===== src/rtl/rv32i_types_pkg.sv =====
// Shared RV32I pipeline types: forward-mux selects and hazard tracker entries.
package rv32i_types_pkg;

  localparam int REG_IDX_W = 5;

  typedef enum logic [1:0] {
    MUX_F_A_RS1_DATA_D   = 2'd0,
    MUX_F_A_ALU_RESULT_M = 2'd1,
    MUX_F_A_ALU_RESULT_W = 2'd2,
    MUX_F_A_NONE         = 2'd3
  } mux_forward_A_enum;

  typedef enum logic [1:0] {
    MUX_F_B_RS2_DATA_D   = 2'd0,
    MUX_F_B_ALU_RESULT_M = 2'd1,
    MUX_F_B_ALU_RESULT_W = 2'd2,
    MUX_F_B_NONE         = 2'd3
  } mux_forward_B_enum;

  typedef struct packed {
    logic                 valid;
    logic [REG_IDX_W-1:0] rd;
    logic                 reg_write;
    logic                 mem_read;
  } hazard_track_t;

  localparam hazard_track_t HAZARD_BUBBLE = '0;

  // An entry can supply a forwarded value for rs when it really writes that register.
  function automatic logic fwd_match(input hazard_track_t t, input logic [REG_IDX_W-1:0] rs);
    return t.valid & t.reg_write & (t.rd == rs);
  endfunction

endpackage


===== src/rtl/hazard_tracker.sv =====
// E/M/W destination metadata shift register; holds on mem_stall, inserts bubbles into E.
module hazard_tracker
  import rv32i_types_pkg::*;
#(
  parameter int REG_ADDR_WIDTH = 5
) (
  input  logic                      clk_i,
  input  logic                      rst_i,
  input  logic                      advance_i,
  input  logic                      bubble_i,
  input  hazard_track_t             dec_i,
  input  logic [REG_ADDR_WIDTH-1:0] rs1_i,
  input  logic [REG_ADDR_WIDTH-1:0] rs2_i,
  input  logic                      uses_rs1_i,
  input  logic                      uses_rs2_i,
  output hazard_track_t             e_o,
  output hazard_track_t             m_o,
  output hazard_track_t             w_o,
  output logic [REG_ADDR_WIDTH-1:0] rs1_e_o,
  output logic [REG_ADDR_WIDTH-1:0] rs2_e_o,
  output logic                      uses_rs1_e_o,
  output logic                      uses_rs2_e_o
);

  hazard_track_t             e_q, e_d, m_q, m_d, w_q, w_d;
  logic [REG_ADDR_WIDTH-1:0] rs1_q, rs1_d, rs2_q, rs2_d;
  logic                      u1_q, u1_d, u2_q, u2_d;

  always_comb begin
    e_d   = e_q;
    m_d   = m_q;
    w_d   = w_q;
    rs1_d = rs1_q;
    rs2_d = rs2_q;
    u1_d  = u1_q;
    u2_d  = u2_q;
    if (advance_i) begin
      w_d = m_q;
      m_d = e_q;
      if (bubble_i) begin
        e_d   = HAZARD_BUBBLE;
        rs1_d = '0;
        rs2_d = '0;
        u1_d  = 1'b0;
        u2_d  = 1'b0;
      end else begin
        e_d   = dec_i;
        rs1_d = rs1_i;
        rs2_d = rs2_i;
        u1_d  = uses_rs1_i;
        u2_d  = uses_rs2_i;
      end
    end else begin
      e_d = e_q;
    end
  end

  always_ff @(posedge clk_i) begin
    if (rst_i) begin
      e_q   <= HAZARD_BUBBLE;
      m_q   <= HAZARD_BUBBLE;
      w_q   <= HAZARD_BUBBLE;
      rs1_q <= '0;
      rs2_q <= '0;
      u1_q  <= 1'b0;
      u2_q  <= 1'b0;
    end else begin
      e_q   <= e_d;
      m_q   <= m_d;
      w_q   <= w_d;
      rs1_q <= rs1_d;
      rs2_q <= rs2_d;
      u1_q  <= u1_d;
      u2_q  <= u2_d;
    end
  end

  assign e_o          = e_q;
  assign m_o          = m_q;
  assign w_o          = w_q;
  assign rs1_e_o      = rs1_q;
  assign rs2_e_o      = rs2_q;
  assign uses_rs1_e_o = u1_q;
  assign uses_rs2_e_o = u2_q;

endmodule


===== src/rtl/hazard_scheduler.sv =====
// Forwarding, load-use stall, redirect flush and mem_stall freeze control around execute,
// plus saturating stall/flush event counters.
module hazard_scheduler
  import rv32i_types_pkg::*;
#(
  parameter int REG_ADDR_WIDTH = 5,
  parameter int COUNTER_WIDTH  = 32
) (
  input  logic                      clk,
  input  logic                      rst,
  input  logic                      valid_D,
  input  logic [REG_ADDR_WIDTH-1:0] rs1_addr_D,
  input  logic [REG_ADDR_WIDTH-1:0] rs2_addr_D,
  input  logic                      uses_rs1_D,
  input  logic                      uses_rs2_D,
  input  logic [REG_ADDR_WIDTH-1:0] rd_addr_D,
  input  logic                      reg_write_D,
  input  logic                      mem_read_D,
  input  logic                      redirect_E,
  input  logic                      mem_stall,
  output mux_forward_A_enum         mux_forward_A_select_E,
  output mux_forward_B_enum         mux_forward_B_select_E,
  output logic                      stall_F,
  output logic                      stall_D,
  output logic                      stall_EMW,
  output logic                      flush_D,
  output logic                      flush_E,
  output logic [COUNTER_WIDTH-1:0]  stall_count,
  output logic [COUNTER_WIDTH-1:0]  flush_count
);

  hazard_track_t             e_s, m_s, w_s, dec_s;
  logic [REG_ADDR_WIDTH-1:0] rs1_e_s, rs2_e_s;
  logic                      uses_rs1_e_s, uses_rs2_e_s;
  logic                      load_use_s, stall_hit_s, flush_hit_s;
  logic [COUNTER_WIDTH-1:0]  stall_count_q, stall_count_d, flush_count_q, flush_count_d;

  assign dec_s = '{valid: valid_D, rd: rd_addr_D, reg_write: reg_write_D, mem_read: mem_read_D};

  hazard_tracker #(.REG_ADDR_WIDTH(REG_ADDR_WIDTH)) u_tracker (
    .clk_i        (clk),
    .rst_i        (rst),
    .advance_i    (!mem_stall),
    .bubble_i     (flush_E | !valid_D),
    .dec_i        (dec_s),
    .rs1_i        (rs1_addr_D),
    .rs2_i        (rs2_addr_D),
    .uses_rs1_i   (uses_rs1_D),
    .uses_rs2_i   (uses_rs2_D),
    .e_o          (e_s),
    .m_o          (m_s),
    .w_o          (w_s),
    .rs1_e_o      (rs1_e_s),
    .rs2_e_o      (rs2_e_s),
    .uses_rs1_e_o (uses_rs1_e_s),
    .uses_rs2_e_o (uses_rs2_e_s)
  );

  assign load_use_s = valid_D & e_s.valid & e_s.mem_read & (e_s.rd != '0) &
                      ((uses_rs1_D & (rs1_addr_D == e_s.rd)) | (uses_rs2_D & (rs2_addr_D == e_s.rd)));

  // Priority: reset, then mem_stall freeze, then redirect, then load-use.
  always_comb begin
    stall_F     = 1'b0;
    stall_D     = 1'b0;
    stall_EMW   = 1'b0;
    flush_D     = 1'b0;
    flush_E     = 1'b0;
    stall_hit_s = 1'b0;
    flush_hit_s = 1'b0;
    if (rst) begin
      flush_D = 1'b1;
      flush_E = 1'b1;
    end else if (mem_stall) begin
      stall_F   = 1'b1;
      stall_D   = 1'b1;
      stall_EMW = 1'b1;
    end else if (redirect_E) begin
      flush_D     = 1'b1;
      flush_E     = 1'b1;
      flush_hit_s = 1'b1;
    end else if (load_use_s) begin
      stall_F     = 1'b1;
      stall_D     = 1'b1;
      flush_E     = 1'b1;
      stall_hit_s = 1'b1;
    end else begin
      stall_F = 1'b0;
    end
  end

  // M beats W; x0 always reads the register file.
  always_comb begin
    mux_forward_A_select_E = MUX_F_A_RS1_DATA_D;
    mux_forward_B_select_E = MUX_F_B_RS2_DATA_D;
    if (rst) begin
      mux_forward_A_select_E = MUX_F_A_RS1_DATA_D;
      mux_forward_B_select_E = MUX_F_B_RS2_DATA_D;
    end else begin
      if (!uses_rs1_e_s)                mux_forward_A_select_E = MUX_F_A_NONE;
      else if (rs1_e_s == '0)           mux_forward_A_select_E = MUX_F_A_RS1_DATA_D;
      else if (fwd_match(m_s, rs1_e_s)) mux_forward_A_select_E = MUX_F_A_ALU_RESULT_M;
      else if (fwd_match(w_s, rs1_e_s)) mux_forward_A_select_E = MUX_F_A_ALU_RESULT_W;
      else                              mux_forward_A_select_E = MUX_F_A_RS1_DATA_D;
      if (!uses_rs2_e_s)                mux_forward_B_select_E = MUX_F_B_NONE;
      else if (rs2_e_s == '0)           mux_forward_B_select_E = MUX_F_B_RS2_DATA_D;
      else if (fwd_match(m_s, rs2_e_s)) mux_forward_B_select_E = MUX_F_B_ALU_RESULT_M;
      else if (fwd_match(w_s, rs2_e_s)) mux_forward_B_select_E = MUX_F_B_ALU_RESULT_W;
      else                              mux_forward_B_select_E = MUX_F_B_RS2_DATA_D;
    end
  end

  always_comb begin
    stall_count_d = stall_count_q;
    flush_count_d = flush_count_q;
    if (stall_hit_s && (stall_count_q != '1)) stall_count_d = stall_count_q + 1'b1;
    else                                      stall_count_d = stall_count_q;
    if (flush_hit_s && (flush_count_q != '1)) flush_count_d = flush_count_q + 1'b1;
    else                                      flush_count_d = flush_count_q;
  end

  always_ff @(posedge clk) begin
    if (rst) begin
      stall_count_q <= '0;
      flush_count_q <= '0;
    end else begin
      stall_count_q <= stall_count_d;
      flush_count_q <= flush_count_d;
    end
  end

  assign stall_count = stall_count_q;
  assign flush_count = flush_count_q;

endmodule


===== config.mk =====
export PLATFORM = sky130hd
export DESIGN_NAME = hazard_scheduler
export DESIGN_NICKNAME = d
export VERILOG_FILES = /design/src/rtl/rv32i_types_pkg.sv /design/src/rtl/hazard_tracker.sv /design/src/rtl/hazard_scheduler.sv
export SDC_FILE = /design/constraint.sdc
export NUM_CORES = 1
export LEC_CHECK = 0
export CORE_ASPECT_RATIO = 1.5
export CORE_MARGIN = 3
export CORE_UTILIZATION = 47
export CTS_BUF_LIST = sky130_fd_sc_hd__clkbuf_16
export DETAILED_ROUTE_END_ITERATION = 12
export PLACE_DENSITY = 0.77
export SLEW_MARGIN = 30
export SYNTH_ARGS = -nofsm -noshare
export SYNTH_HDL_FRONTEND = slang
export SYNTH_SLANG_ARGS = --single-unit

===== constraint.sdc =====
create_clock -name clk -period 2.55 [get_ports clk]
set_input_delay 0.765 -clock clk [delete_from_list [all_inputs] [get_ports clk]]
set_output_delay 0.765 -clock clk [all_outputs]
set_load 0.01 [all_outputs]

==> results of run 1 <==
==> through the flow <==
step / TNS [ns] / cells / power (mW) / hold WS (ns) / cell area [um^2]
global route: -0.132 / 800 / 3.16 / 0.520 / 6610
finish: -0.00756 / 800 / 3.06 / 0.488 / 6610
detailed placement: -17.40 / 780 / 1.76 / 0.475 / 6130
global placement: -13.89 / 780 / 1.76 / 0.469 / 6130
floorplan: 0 / 539 / 1.66 / 0.449 / 4760
CTS: -0.0506 / 798 / 3.07 / 0.495 / 6480
==> metal layers <==
layer / GRT usage / share of wire
met5: 0 / 0
met2: 0.433 / 0.54
met4: 0.108 / 0.030
met3: 0.0394 / 0.040
met1: 0.272 / 0.39
==> worst paths after layout <==
| path | start | endpoint | slack, ns | cells past startpoint |
|---|---|---|---|---|
| worst max register to register | stall_count[0] | stall_count[1] | 0.23 | 8 |
| worst min-delay path | u_tracker.e_o[1] | u_tracker.e_o[1] | 0.49 | 1 |
| worst max-delay path | rs2_addr_D[4] | flush_E | -0.008 | 8 |
| worst min register to register | u_tracker.e_o[1] | u_tracker.e_o[1] | 0.49 | 1 |
==> cells in the mapped netlist (5+ instances only) <==
cell,count
sky130_fd_sc_hd__nand2_1,33
sky130_fd_sc_hd__or3_1,22
sky130_fd_sc_hd__inv_1,6
sky130_fd_sc_hd__and3_1,8
sky130_fd_sc_hd__nor3_1,14
sky130_fd_sc_hd__a22o_1,19
sky130_fd_sc_hd__nor4_1,7
sky130_fd_sc_hd__and2_1,5
sky130_fd_sc_hd__and4_1,11
sky130_fd_sc_hd__nor2_1,58
sky130_fd_sc_hd__nand3_1,24
sky130_fd_sc_hd__o21ai_1,8
sky130_fd_sc_hd__xor2_1,28
sky130_fd_sc_hd__or4_1,7
sky130_fd_sc_hd__clkbuf_1,13
sky130_fd_sc_hd__o31ai_1,6
sky130_fd_sc_hd__dfxtp_1,98
sky130_fd_sc_hd__xnor2_1,35
sky130_fd_sc_hd__mux2i_1,15
sky130_fd_sc_hd__nand4_1,37
sky130_fd_sc_hd__a21oi_1,33
sky130_fd_sc_hd__o21ai_0,18
==> state kept, by name, summed over array words and instances (netlist names) <==
name and flops:
stall_count 32, u_tracker.m_o 7, u_tracker.uses_rs2_e_o 1, u_tracker.uses_rs1_e_o 1
u_tracker.e_o 8, u_tracker.rs1_e_o 5, flush_count 32, u_tracker.w_o 7
u_tracker.rs2_e_o 5
==> area by class of cell <==
| cell class | instances | area, um^2 |
|---|---|---|
| Fill cell | 761 | 3190 |
| Multi-Input combinational cell | 414 | 2820 |
| Sequential cell | 98 | 1990 |
| Timing Repair Buffer | 152 | 1350 |
| Clock buffer | 9 | 225 |
| Tap cell | 115 | 144 |
| Clock inverter | 6 | 58.8 |
| Inverter | 6 | 22.5 |
==> power breakdown <==
group | internal, mW | switching (mW) | total [mW]
combinational | 0.0950 | 0.0962 | 0.191
clock | 0.750 | 0.572 | 1.32
sequential | 1.54 | 0.0107 | 1.55
total | 2.38 | 0.678 | 3.06
==> logic make-up after synthesis <==
kind of cell | synth area share
compound gates | 0.128
mux | 0.0339
simple gates | 0.274
fa+ha+maj | 0.00526
flops | 0.412
xor+xnor | 0.116
buf+inv | 0.0308
==> critical path, delay by kind of cell <==
kind / cells / cell delay [ns]
buffers and inverters: 3 / 0.38
AOI/OAI and AO/OA: 2 / 0.28
and+or+nand+nor: 2 / 0.21
xor gates and xnor gates: 1 / 0.16
==> timing repair <==
action,4_1_cts,5_1_grt
buffers inserted,3,2
resized for setup,96,36
pin swaps,20,22
setup endpoints to repair,18,9
hold buffers,0,0
==> flow_results.xml, run 1 <==
<?xml version="1.0" encoding="UTF-8"?>
<metrics>
  <group name="status">
    <metric name="status" unit="">complete, but fails checks</metric>
    <metric name="violations" unit="">setup timing</metric>
  </group>
  <group name="clock_network">
    <metric name="buffer_depth_of_the_longest_clock_path" unit="">2</metric>
    <metric name="numClockSinks" unit="">98</metric>
    <metric name="clk_latency" unit="ns">0.34</metric>
    <metric name="cts.clk_slew.worst_paths" unit="ns">0.07</metric>
    <metric name="cts_tree" unit="">done</metric>
    <metric name="cts-root-buf" unit="">sky130_fd_sc_hd__clkbuf_16</metric>
    <metric name="cts_inserted_buffers" unit="">9</metric>
    <metric name="h-tree-depth" unit="">3</metric>
  </group>
  <group name="sta">
    <metric name="grt_setup_unrepaired" unit="">true</metric>
    <metric name="max_freq" unit="GHz">0.391</metric>
    <metric name="worst_slew_margin_rel" unit="">0.576</metric>
    <metric name="fin_crit" unit="ns">2.56</metric>
    <metric name="report.final.setup_viol" unit="">1</metric>
    <metric name="finalCritPeriodShare" unit="">1.00</metric>
    <metric name="tightest_slew" unit="ns">0.630</metric>
    <metric name="post-route-worst-setup-slack" unit="ns">-0.00756</metric>
    <metric name="final_hold_viol_count" unit="">0</metric>
    <metric name="report.final.slew_viol_count" unit="">0</metric>
    <metric name="skew" unit="ns">0.00633</metric>
  </group>
  <group name="placement">
    <metric name="post-place-ws" unit="ns">-0.783</metric>
    <metric name="io_buffers" unit="">96</metric>
    <metric name="hpwl" unit="um">9620</metric>
    <metric name="routabilityCongestion" unit="">0.989</metric>
  </group>
  <group name="logic_synthesis">
    <metric name="ys_dominant_reg_cell" unit="">sky130_fd_sc_hd__dfxtp_1</metric>
    <metric name="synth.avg_cell_area" unit="um^2">8.83</metric>
    <metric name="synthesis.nets" unit="">565</metric>
    <metric name="post_synth_instance_area" unit="um^2">4760</metric>
    <metric name="synthCells" unit="">539</metric>
    <metric name="netlist_top_cells_area" unit="">sky130_fd_sc_hd__dfxtp_1, sky130_fd_sc_hd__xnor2_1, sky130_fd_sc_hd__xor2_1</metric>
    <metric name="synth_sequential_area_ratio" unit="">0.412</metric>
    <metric name="postSynth.asyncResetShare" unit="">0</metric>
    <metric name="synth_top_area_frac" unit="">0.412</metric>
    <metric name="yosys_warnings" unit="">0</metric>
    <metric name="synth_area_leader_cell" unit="">sky130_fd_sc_hd__dfxtp_1</metric>
    <metric name="netlist-cell-type-count" unit="">49</metric>
    <metric name="synth_enable_flop_cells" unit="">0</metric>
    <metric name="number_of_synthesized_register_bits" unit="">98</metric>
  </group>
  <group name="cells_and_area">
    <metric name="num_antenna_cells" unit="">0</metric>
    <metric name="synthToLayoutAreaGrowth" unit="%">38.9</metric>
    <metric name="final_net_count" unit="">707</metric>
    <metric name="leading_cell_types_in_the_layout_fill_and_taps_excluded" unit="">sky130_fd_sc_hd__dfxtp_1, sky130_fd_sc_hd__clkdlybuf4s50_1, sky130_fd_sc_hd__nor2_1</metric>
    <metric name="finalCoreUtilization" unit="">0.675</metric>
    <metric name="post_route_cells_drive_above_1_share" unit="">0.201</metric>
    <metric name="final_common_cell" unit="">sky130_fd_sc_hd__dfxtp_1</metric>
  </group>
  <group name="die">
    <metric name="fp.dieH" unit="um">129</metric>
    <metric name="pin_count" unit="">97</metric>
    <metric name="die_area" unit="um^2">11400</metric>
    <metric name="die_width" unit="um">88.2</metric>
    <metric name="initial_utilization" unit="">0.486</metric>
    <metric name="std_cell_rows" unit="">44</metric>
    <metric name="core_area" unit="um^2">9800</metric>
  </group>
  <group name="critical_path">
    <metric name="start_kind" unit="">primary input</metric>
    <metric name="arrival_time_at_the_worst_endpoint" unit="ns">1.79</metric>
    <metric name="endpoint_type_of_the_worst_setup_path" unit="">primary output</metric>
    <metric name="timing_worst_setup_path_type" unit="">primary input to primary output</metric>
    <metric name="cp_data_required_time" unit="ns">1.79</metric>
    <metric name="critical-path-slowest-cell" unit="">sky130_fd_sc_hd__nand4_1</metric>
    <metric name="max_stage_delay" unit="ns">0.17</metric>
    <metric name="crit_fanout" unit="">2</metric>
    <metric name="cp_cell_sequence" unit="">buf_6, xnor2_2, nand4_1, o22ai_4, buf_6, nand2_4, a21oi_2, buf_2</metric>
    <metric name="worst_path_most_repeated_cell" unit="">sky130_fd_sc_hd__buf_6</metric>
  </group>
  <group name="global_route">
    <metric name="grt_start_max_net_pins" unit="">34</metric>
    <metric name="wire_length_of_the_first_global_routing_pass" unit="um">22000</metric>
    <metric name="antenna_found_initial" unit="">0</metric>
    <metric name="gr-total-overflow" unit="">0</metric>
    <metric name="via_count_of_the_first_global_routing_pass" unit="">4704</metric>
    <metric name="gr-usage-all-layers" unit="">0.240</metric>
  </group>
  <group name="route">
    <metric name="wire_length_per_cell" unit="um">16.8</metric>
    <metric name="finalWirelength" unit="um">13500</metric>
    <metric name="drt_first_iter_violations" unit="">204</metric>
    <metric name="route.detailed.vias_per_inst" unit="">5.87</metric>
    <metric name="drt_first_pass_iters" unit="">4</metric>
    <metric name="ant_nets" unit="">0</metric>
    <metric name="routed-via-count" unit="">4692</metric>
    <metric name="detail_route.drc_violations" unit="">0</metric>
  </group>
  <group name="power_and_ir_drop">
    <metric name="leakage" unit="nW">2.42</metric>
    <metric name="power_density" unit="nW/um^2">463</metric>
    <metric name="power.ir.vdd_worst" unit="mV">0.311</metric>
  </group>
  <group name="run">
    <metric name="drv.max_cap_violation_count" unit="">0</metric>
  </group>
  <group name="worst_hold_path">
    <metric name="hold_path_class" unit="">flip-flop to flip-flop</metric>
  </group>
</metrics>
Power figures use the tool's default switching activity.
==> run 2: changes to the inputs <==
- MAX_ROUTING_LAYER: default -> met4
==> flow_results.xml, run 2 (synthesis results as in run 1) <==
<?xml version="1.0" encoding="UTF-8"?>
<metrics>
  <group name="cells_and_area">
    <metric name="leading_cell_types_in_the_layout_fill_and_taps_excluded" unit="">sky130_fd_sc_hd__dfxtp_1, sky130_fd_sc_hd__clkdlybuf4s50_1, sky130_fd_sc_hd__nor2_1</metric>
    <metric name="seqCellArea" unit="um^2">1980</metric>
    <metric name="area_occupied_by_multi_input_gates" unit="um^2">2790</metric>
    <metric name="final_common_cell" unit="">sky130_fd_sc_hd__dfxtp_1</metric>
    <metric name="num_antenna_cells" unit="">0</metric>
    <metric name="post_route_cells_drive_above_1_share" unit="">0.194</metric>
    <metric name="synthToLayoutAreaGrowth" unit="%">40.3</metric>
    <metric name="filler_cell_count" unit="">766</metric>
    <metric name="final-instance-count-excl-fill" unit="">807</metric>
    <metric name="final_net_count" unit="">713</metric>
  </group>
  <group name="power_and_ir_drop">
    <metric name="share_of_total_power_in_combinational_logic" unit="">0.057</metric>
    <metric name="pwr-share-seq" unit="">0.472</metric>
    <metric name="power_density" unit="nW/um^2">490</metric>
    <metric name="leakage" unit="nW">2.44</metric>
    <metric name="clockPowerShare" unit="">0.471</metric>
    <metric name="power.ir.vdd_worst" unit="mV">0.474</metric>
    <metric name="internal-power" unit="mW">2.59</metric>
    <metric name="netSwitchingPower" unit="mW">0.687</metric>
    <metric name="switching_share" unit="">0.210</metric>
  </group>
  <group name="critical_path">
    <metric name="worst_path_most_repeated_cell" unit="">sky130_fd_sc_hd__buf_6</metric>
    <metric name="start_kind" unit="">primary input</metric>
    <metric name="cp_cell_sequence" unit="">buf_6, xnor2_2, nand4_1, o22ai_4, buf_6, nand2_4, a21oi_2, buf_2</metric>
    <metric name="arrival_time_at_the_worst_endpoint" unit="ns">1.85</metric>
    <metric name="endpoint_type_of_the_worst_setup_path" unit="">primary output</metric>
    <metric name="critical-path-slowest-cell" unit="">sky130_fd_sc_hd__o22ai_4</metric>
    <metric name="crit_fanout" unit="">2</metric>
    <metric name="timing_worst_setup_path_type" unit="">primary input to primary output</metric>
    <metric name="max_stage_delay" unit="ns">0.24</metric>
    <metric name="cp_data_required_time" unit="ns">1.79</metric>
  </group>
  <group name="clock_network">
    <metric name="buffer_depth_of_the_longest_clock_path" unit="">2</metric>
    <metric name="cts_tree" unit="">done</metric>
    <metric name="cts_inserted_buffers" unit="">9</metric>
    <metric name="cts-root-buf" unit="">sky130_fd_sc_hd__clkbuf_16</metric>
    <metric name="numClockSinks" unit="">98</metric>
    <metric name="post_cts_hold_buffer_count" unit="">0</metric>
    <metric name="clk_latency" unit="ns">0.34</metric>
    <metric name="cts.clk_slew.worst_paths" unit="ns">0.07</metric>
    <metric name="h-tree-depth" unit="">3</metric>
  </group>
  <group name="die">
    <metric name="die_width" unit="um">88.2</metric>
    <metric name="std_cell_rows" unit="">44</metric>
    <metric name="fp.dieH" unit="um">129</metric>
    <metric name="initial_utilization" unit="">0.486</metric>
    <metric name="pin_count" unit="">97</metric>
    <metric name="die_area" unit="um^2">11400</metric>
    <metric name="core_area" unit="um^2">9800</metric>
  </group>
  <group name="placement">
    <metric name="hpwl" unit="um">9380</metric>
    <metric name="io_buffers" unit="">96</metric>
    <metric name="place_inst" unit="">782</metric>
    <metric name="routabilityCongestion" unit="">0.960</metric>
  </group>
  <group name="sta">
    <metric name="tightest_slew" unit="ns">0.667</metric>
    <metric name="fin_crit" unit="ns">2.62</metric>
    <metric name="grt_setup_unrepaired" unit="">true</metric>
    <metric name="setup_total_negative_slack" unit="ns">-0.0677</metric>
    <metric name="post-route-worst-setup-slack" unit="ns">-0.0677</metric>
    <metric name="finalCritPeriodShare" unit="">1.03</metric>
    <metric name="report.final.setup_viol" unit="">1</metric>
    <metric name="max_freq" unit="GHz">0.382</metric>
    <metric name="report.final.slew_viol_count" unit="">0</metric>
    <metric name="final_hold_viol_count" unit="">0</metric>
    <metric name="worst_slew_margin_rel" unit="">0.551</metric>
    <metric name="skew" unit="ns">0.00870</metric>
  </group>
  <group name="route">
    <metric name="finalWirelength" unit="um">13000</metric>
    <metric name="detail_route.drc_violations" unit="">0</metric>
    <metric name="route.detailed.vias_per_inst" unit="">5.79</metric>
    <metric name="drt_first_pass_iters" unit="">4</metric>
    <metric name="routed-via-count" unit="">4670</metric>
    <metric name="wire_length_per_cell" unit="um">16.1</metric>
    <metric name="drt_first_iter_violations" unit="">206</metric>
    <metric name="ant_nets" unit="">0</metric>
  </group>
  <group name="worst_hold_path">
    <metric name="hold_path_class" unit="">flip-flop to flip-flop</metric>
  </group>
  <group name="run">
    <metric name="drv.max_cap_violation_count" unit="">0</metric>
  </group>
  <group name="global_route">
    <metric name="grt_start_max_net_pins" unit="">42</metric>
    <metric name="antenna_found_initial" unit="">0</metric>
    <metric name="via_count_of_the_first_global_routing_pass" unit="">4549</metric>
    <metric name="gr-total-overflow" unit="">0</metric>
    <metric name="gr-usage-all-layers" unit="">0.235</metric>
    <metric name="wire_length_of_the_first_global_routing_pass" unit="um">21000</metric>
  </group>
  <group name="status">
    <metric name="violations" unit="">setup timing</metric>
    <metric name="status" unit="">complete, but fails checks</metric>
  </group>
</metrics>
==> run 2: changes by cell type in the layout (fill, tap and decap cells not counted), moves of 2 or more <==
cell	before	now
sky130_fd_sc_hd__dfxtp_1	81	87
sky130_fd_sc_hd__xnor2_2	10	8
sky130_fd_sc_hd__clkbuf_2	2	0
sky130_fd_sc_hd__buf_4	53	57
sky130_fd_sc_hd__dfxtp_2	16	9
sky130_fd_sc_hd__clkinv_1	0	2
sky130_fd_sc_hd__xnor2_1	25	27
sky130_fd_sc_hd__inv_1	8	6
sky130_fd_sc_hd__bufinv_16	1	3
sky130_fd_sc_hd__nor4_4	2	0
==> run 2: routing by layer <==
| metal | vias up | global-route usage | wire [um] |
|---|---|---|---|
| met2 | 140 | 0.417 | 7060 |
| met4 | 0 | 0.0890 | 227 |
| li1 | 2274 | - | - |
| met3 | 22 | 0.0350 | 492 |
| met5 | - | - | 0 |
| met1 | 2234 | 0.261 | 5200 |
==> run 2: cell type report <==
class                   count  share of cell area
well taps                 115              0.0215
clock inverters             7              0.0172
multi-input cells         415               0.417
clock buffers               9              0.0337
repair buffers            157               0.210
inverters                   6             0.00337
flip-flops and latches     98               0.297
==> run 2: path summary, 6_finish.rpt <==
path,from,endpoint,slack (ns),cells after the start
worst min register to register,u_tracker.e_o[1],u_tracker.e_o[1],0.49,1
worst min-delay path,u_tracker.e_o[1],u_tracker.e_o[1],0.49,1
worst max register to register,u_tracker.e_o[6],stall_count[5],0.12,11
worst max-delay path,rs1_addr_D[1],flush_E,-0.07,8
==> run 2: repair_timing <==
item	4_1_cts	5_1_grt
gates resized for setup	90	29
buffers inserted	4	5
pin swaps	20	20
cloned	0	1
setup endpoints to repair	17	10
==> run 2: critical path, delay by kind of cell <==
family,cells,cell delay [ns]
AOI/OAI and AO/OA,2,0.37
xor gates and xnor gates,1,0.13
and+or+nand+nor,2,0.21
buffers and inverters,3,0.37
==> run 2: power groups by stage <==
stage	sequential (mW)	combinational, mW	clock, mW
after floorplan	1.58	0.0824	0
after global placement	1.58	0.177	0
after detailed placement	1.58	0.181	0
after CTS	1.54	0.174	1.57
after global routing	1.54	0.202	1.63
final	1.54	0.187	1.54
==> run 2: metrics by stage <==
step / power (mW) / setup slack [ns] / area [um^2] / hold WS [ns] / utilization
2_1_floorplan: 1.66 / 0.0398 / 4760 / 0.449 / -
3_3_place_gp: 1.76 / -0.734 / 6150 / 0.467 / 0.627
3_5_place_dp: 1.76 / -0.802 / 6150 / 0.471 / 0.627
4_1_cts: 3.29 / -0.0485 / 6520 / 0.487 / 0.665
5_1_grt: 3.38 / -0.132 / 6680 / 0.525 / 0.681
6_report: 3.27 / -0.0677 / 6680 / 0.487 / 0.681
==> run 3: changes to the inputs <==
- ABC_AREA: default -> 1
- GPL_TIMING_DRIVEN: default -> 0
- PLACE_DENSITY: 0.77 -> 0.76
==> flow_results.xml, run 3 <==
<?xml version="1.0" encoding="UTF-8"?>
<metrics>
  <group name="status">
    <metric name="status" unit="">complete, but fails checks</metric>
    <metric name="violations" unit="">setup timing</metric>
  </group>
  <group name="clock_network">
    <metric name="clk_latency" unit="ns">0.34</metric>
    <metric name="cts.clk_slew.worst_paths" unit="ns">0.06</metric>
    <metric name="cts_inserted_buffers" unit="">9</metric>
    <metric name="post_cts_hold_buffer_count" unit="">0</metric>
    <metric name="cts_tree" unit="">done</metric>
    <metric name="cts-root-buf" unit="">sky130_fd_sc_hd__clkbuf_16</metric>
    <metric name="numClockSinks" unit="">98</metric>
    <metric name="h-tree-depth" unit="">3</metric>
    <metric name="buffer_depth_of_the_longest_clock_path" unit="">2</metric>
  </group>
  <group name="critical_path">
    <metric name="start_kind" unit="">primary input</metric>
    <metric name="cp_data_required_time" unit="ns">1.79</metric>
    <metric name="max_stage_delay" unit="ns">0.14</metric>
    <metric name="critical-path-top-delay-family" unit="">simple AND/OR/NAND/NOR gates</metric>
    <metric name="critical-path-slowest-cell" unit="">sky130_fd_sc_hd__o21ai_2</metric>
    <metric name="endpoint_type_of_the_worst_setup_path" unit="">primary output</metric>
    <metric name="cp_cell_sequence" unit="">clkbuf_2, inv_2, nand2_2, nand2_2, nor2_2, nand3_2, nand2_4, nand3_2, o21ai_2, buf_4, buf_6</metric>
    <metric name="timing_worst_setup_path_type" unit="">primary input to primary output</metric>
    <metric name="arrival_time_at_the_worst_endpoint" unit="ns">1.79</metric>
    <metric name="worst-path-buf-inv" unit="">4</metric>
    <metric name="crit_fanout" unit="">2</metric>
  </group>
  <group name="sta">
    <metric name="fin_crit" unit="ns">2.55</metric>
    <metric name="report.final.setup_viol" unit="">1</metric>
    <metric name="report.final.slew_viol_count" unit="">0</metric>
    <metric name="tightest_slew" unit="ns">0.568</metric>
    <metric name="skew" unit="ns">0.00638</metric>
    <metric name="finalCritPeriodShare" unit="">1.00</metric>
    <metric name="grt_setup_unrepaired" unit="">true</metric>
    <metric name="post-route-worst-setup-slack" unit="ns">-0.00495</metric>
    <metric name="max_freq" unit="GHz">0.391</metric>
    <metric name="worst_slew_margin_rel" unit="">0.618</metric>
    <metric name="final_hold_viol_count" unit="">0</metric>
  </group>
  <group name="logic_synthesis">
    <metric name="synth.top_cells.by_count" unit="">sky130_fd_sc_hd__nand2_1, sky130_fd_sc_hd__nor2_1, sky130_fd_sc_hd__dfxtp_1, sky130_fd_sc_hd__inv_1, sky130_fd_sc_hd__nand3_1</metric>
    <metric name="synth_sequential_area_ratio" unit="">0.381</metric>
    <metric name="synth_fa_ha_area_frac" unit="">0.00486</metric>
    <metric name="synth_area_leader_cell" unit="">sky130_fd_sc_hd__dfxtp_1</metric>
    <metric name="postSynth.asyncResetShare" unit="">0</metric>
    <metric name="synth_top_family_by_area" unit="">simple AND/OR/NAND/NOR gates</metric>
    <metric name="netlist-cell-type-count" unit="">36</metric>
    <metric name="synthesis.nets" unit="">816</metric>
    <metric name="yosys-mux-area-fraction" unit="">0</metric>
    <metric name="synth_compound_gate_area_share" unit="">0.119</metric>
    <metric name="yosys.area_share.simple" unit="">0.368</metric>
    <metric name="synth_top_area_frac" unit="">0.381</metric>
    <metric name="ys_dominant_reg_cell" unit="">sky130_fd_sc_hd__dfxtp_1</metric>
    <metric name="number_of_synthesized_register_bits" unit="">98</metric>
    <metric name="yosys_warnings" unit="">0</metric>
    <metric name="yosys.cell_count.top_type" unit="">sky130_fd_sc_hd__nand2_1</metric>
    <metric name="post_synth_xor_area_fraction" unit="">0.0375</metric>
    <metric name="synth.avg_cell_area" unit="um^2">6.51</metric>
    <metric name="synth_enable_flop_cells" unit="">0</metric>
    <metric name="netlist_top_cells_area" unit="">sky130_fd_sc_hd__dfxtp_1, sky130_fd_sc_hd__nand2_1, sky130_fd_sc_hd__nor2_1</metric>
    <metric name="post_synth_instance_area" unit="um^2">5140</metric>
    <metric name="synthCells" unit="">790</metric>
  </group>
  <group name="route">
    <metric name="route.detailed.vias_per_inst" unit="">5.29</metric>
    <metric name="detail_route.drc_violations" unit="">0</metric>
    <metric name="ant_nets" unit="">0</metric>
    <metric name="wire_length_per_cell" unit="um">14.4</metric>
    <metric name="drt_first_iter_violations" unit="">286</metric>
    <metric name="routed-via-count" unit="">5706</metric>
    <metric name="finalWirelength" unit="um">15500</metric>
    <metric name="drt_first_pass_iters" unit="">5</metric>
  </group>
  <group name="die">
    <metric name="fp.dieH" unit="um">134</metric>
    <metric name="die_width" unit="um">91.4</metric>
    <metric name="std_cell_rows" unit="">46</metric>
    <metric name="core_area" unit="um^2">10600</metric>
    <metric name="pin_count" unit="">97</metric>
    <metric name="die_area" unit="um^2">12300</metric>
    <metric name="initial_utilization" unit="">0.483</metric>
  </group>
  <group name="placement">
    <metric name="hpwl" unit="um">11100</metric>
    <metric name="place_inst" unit="">1030</metric>
    <metric name="post-place-ws" unit="ns">-1.14</metric>
    <metric name="io_buffers" unit="">96</metric>
    <metric name="routabilityCongestion" unit="">0.966</metric>
    <metric name="postPlaceCellArea" unit="um^2">6290</metric>
  </group>
  <group name="cells_and_area">
    <metric name="num_antenna_cells" unit="">0</metric>
    <metric name="post_route_cells_drive_above_1_share" unit="">0.156</metric>
    <metric name="area_occupied_by_multi_input_gates" unit="um^2">2830</metric>
    <metric name="final_common_cell" unit="">sky130_fd_sc_hd__nand2_1</metric>
    <metric name="seqCellArea" unit="um^2">1980</metric>
    <metric name="final_net_count" unit="">955</metric>
    <metric name="final-instance-count-excl-fill" unit="">1078</metric>
    <metric name="filler_cell_count" unit="">996</metric>
    <metric name="synthToLayoutAreaGrowth" unit="%">34.4</metric>
    <metric name="post-route-cell-area" unit="um^2">6910</metric>
    <metric name="leading_cell_types_in_the_layout_fill_and_taps_excluded" unit="">sky130_fd_sc_hd__nand2_1, sky130_fd_sc_hd__nor2_1, sky130_fd_sc_hd__dfxtp_1</metric>
  </group>
  <group name="power_and_ir_drop">
    <metric name="switching_share" unit="">0.231</metric>
    <metric name="netSwitchingPower" unit="mW">0.717</metric>
    <metric name="leakage" unit="nW">2.68</metric>
    <metric name="internal-power" unit="mW">2.39</metric>
    <metric name="share_of_total_power_in_combinational_logic" unit="">0.079</metric>
    <metric name="pwr-share-seq" unit="">0.498</metric>
    <metric name="power_density" unit="nW/um^2">450</metric>
    <metric name="power.ir.vdd_worst" unit="mV">0.343</metric>
    <metric name="clockPowerShare" unit="">0.423</metric>
  </group>
  <group name="global_route">
    <metric name="gr-total-overflow" unit="">0</metric>
    <metric name="wire_length_of_the_first_global_routing_pass" unit="um">25100</metric>
    <metric name="grt_start_max_net_pins" unit="">15</metric>
    <metric name="gr-usage-all-layers" unit="">0.258</metric>
    <metric name="antenna_found_initial" unit="">0</metric>
    <metric name="via_count_of_the_first_global_routing_pass" unit="">5353</metric>
  </group>
  <group name="worst_hold_path">
    <metric name="hold_path_class" unit="">flip-flop to flip-flop</metric>
  </group>
  <group name="run">
    <metric name="drv.max_cap_violation_count" unit="">0</metric>
  </group>
</metrics>
==> run 3: cell types whose count changed in the layout (fill, tap and decap cells not counted), sizes merged, moves of 19 or more <==
cell | previous run | this run
nand3 | 27 | 70
a22o | 19 | 0
buf | 76 | 56
o22ai | 1 | 21
inv | 7 | 90
xnor2 | 35 | 5
nand4 | 37 | 16
a21oi | 33 | 60
nand2 | 33 | 204
nor2 | 58 | 113
or3 | 23 | 0
==> run 3: worst register-to-register path: cells and delay by family, from the launching register on <==
family | cells | cell delay (ns)
AO/OA/AOI/OAI | 1 | 0.07
buffers and inverters | 4 | 0.53
flip-flops | 1 | 0.40
AND/OR/NAND/NOR | 8 | 1.12
==> run 3: what timing repair did <==
| item | 4_1_cts | 5_1_grt |
|---|---|---|
| setup endpoints to repair | 29 | 18 |
| gates resized for setup | 86 | 61 |
| buffers inserted | 31 | 2 |
| pin swaps | 18 | 23 |
| cloned | 0 | 0 |
==> run 3: layout make-up <==
cell class	count	share of cell area
inverter	88	0.0482
sequential	98	0.287
multi-input combinational	579	0.409
timing repair buffer	128	0.165
clock buffer	9	0.0326
clock inverter	7	0.00778
tap	144	0.0261
buffer	25	0.0248
==> run 3: final timing paths <==
check	start	to	slack, ns	cells after the start
worst max register to register	u_tracker.e_o[6]	stall_count[30]	0.37	13
worst min-delay path	u_tracker.w_o[1]	u_tracker.w_o[1]	0.46	2
worst min register to register	u_tracker.w_o[1]	u_tracker.w_o[1]	0.46	2
worst max-delay path	rs2_addr_D[4]	stall_F	-0.005	11
==> run 3: cells by family after synthesis <==
kind of cell,after synthesis
AO/OA/AOI/OAI,112
adder cells (fa/ha/maj),2
AND/OR/NAND/NOR,443
flip-flops,98
buffers and inverters,113
XOR/XNOR,22
==> run 3: per-stage QoR <==
stage | setup TNS [ns] | hold slack, ns | power, mW | util
after floorplan | 0 | 0.426 | 1.69 | -
after global placement | -22.32 | 0.438 | 1.78 | 0.590
after detailed placement | -23.85 | 0.445 | 1.78 | 0.590
after CTS | -0.0468 | 0.462 | 3.11 | 0.643
after global routing | -0.163 | 0.492 | 3.20 | 0.649
final | -0.00495 | 0.459 | 3.11 | 0.649
==> run 3: power by group through the flow <==
stage	clock, mW	combinational (mW)	sequential, mW
2_1_floorplan	0	0.104	1.58
3_3_place_gp	0	0.196	1.58
3_5_place_dp	0	0.196	1.58
4_1_cts	1.33	0.229	1.55
5_1_grt	1.39	0.266	1.55
6_report	1.31	0.246	1.55
==> run 3: metal layers <==
metal,up-vias,share of wire,track usage,wire (um)
met3,46,0.046,0.0393,720
met4,0,0.036,0.108,558
met1,2607,0.40,0.283,6190
met5,-,0,-,0
met2,199,0.52,0.460,8050
li1,2854,-,-,-
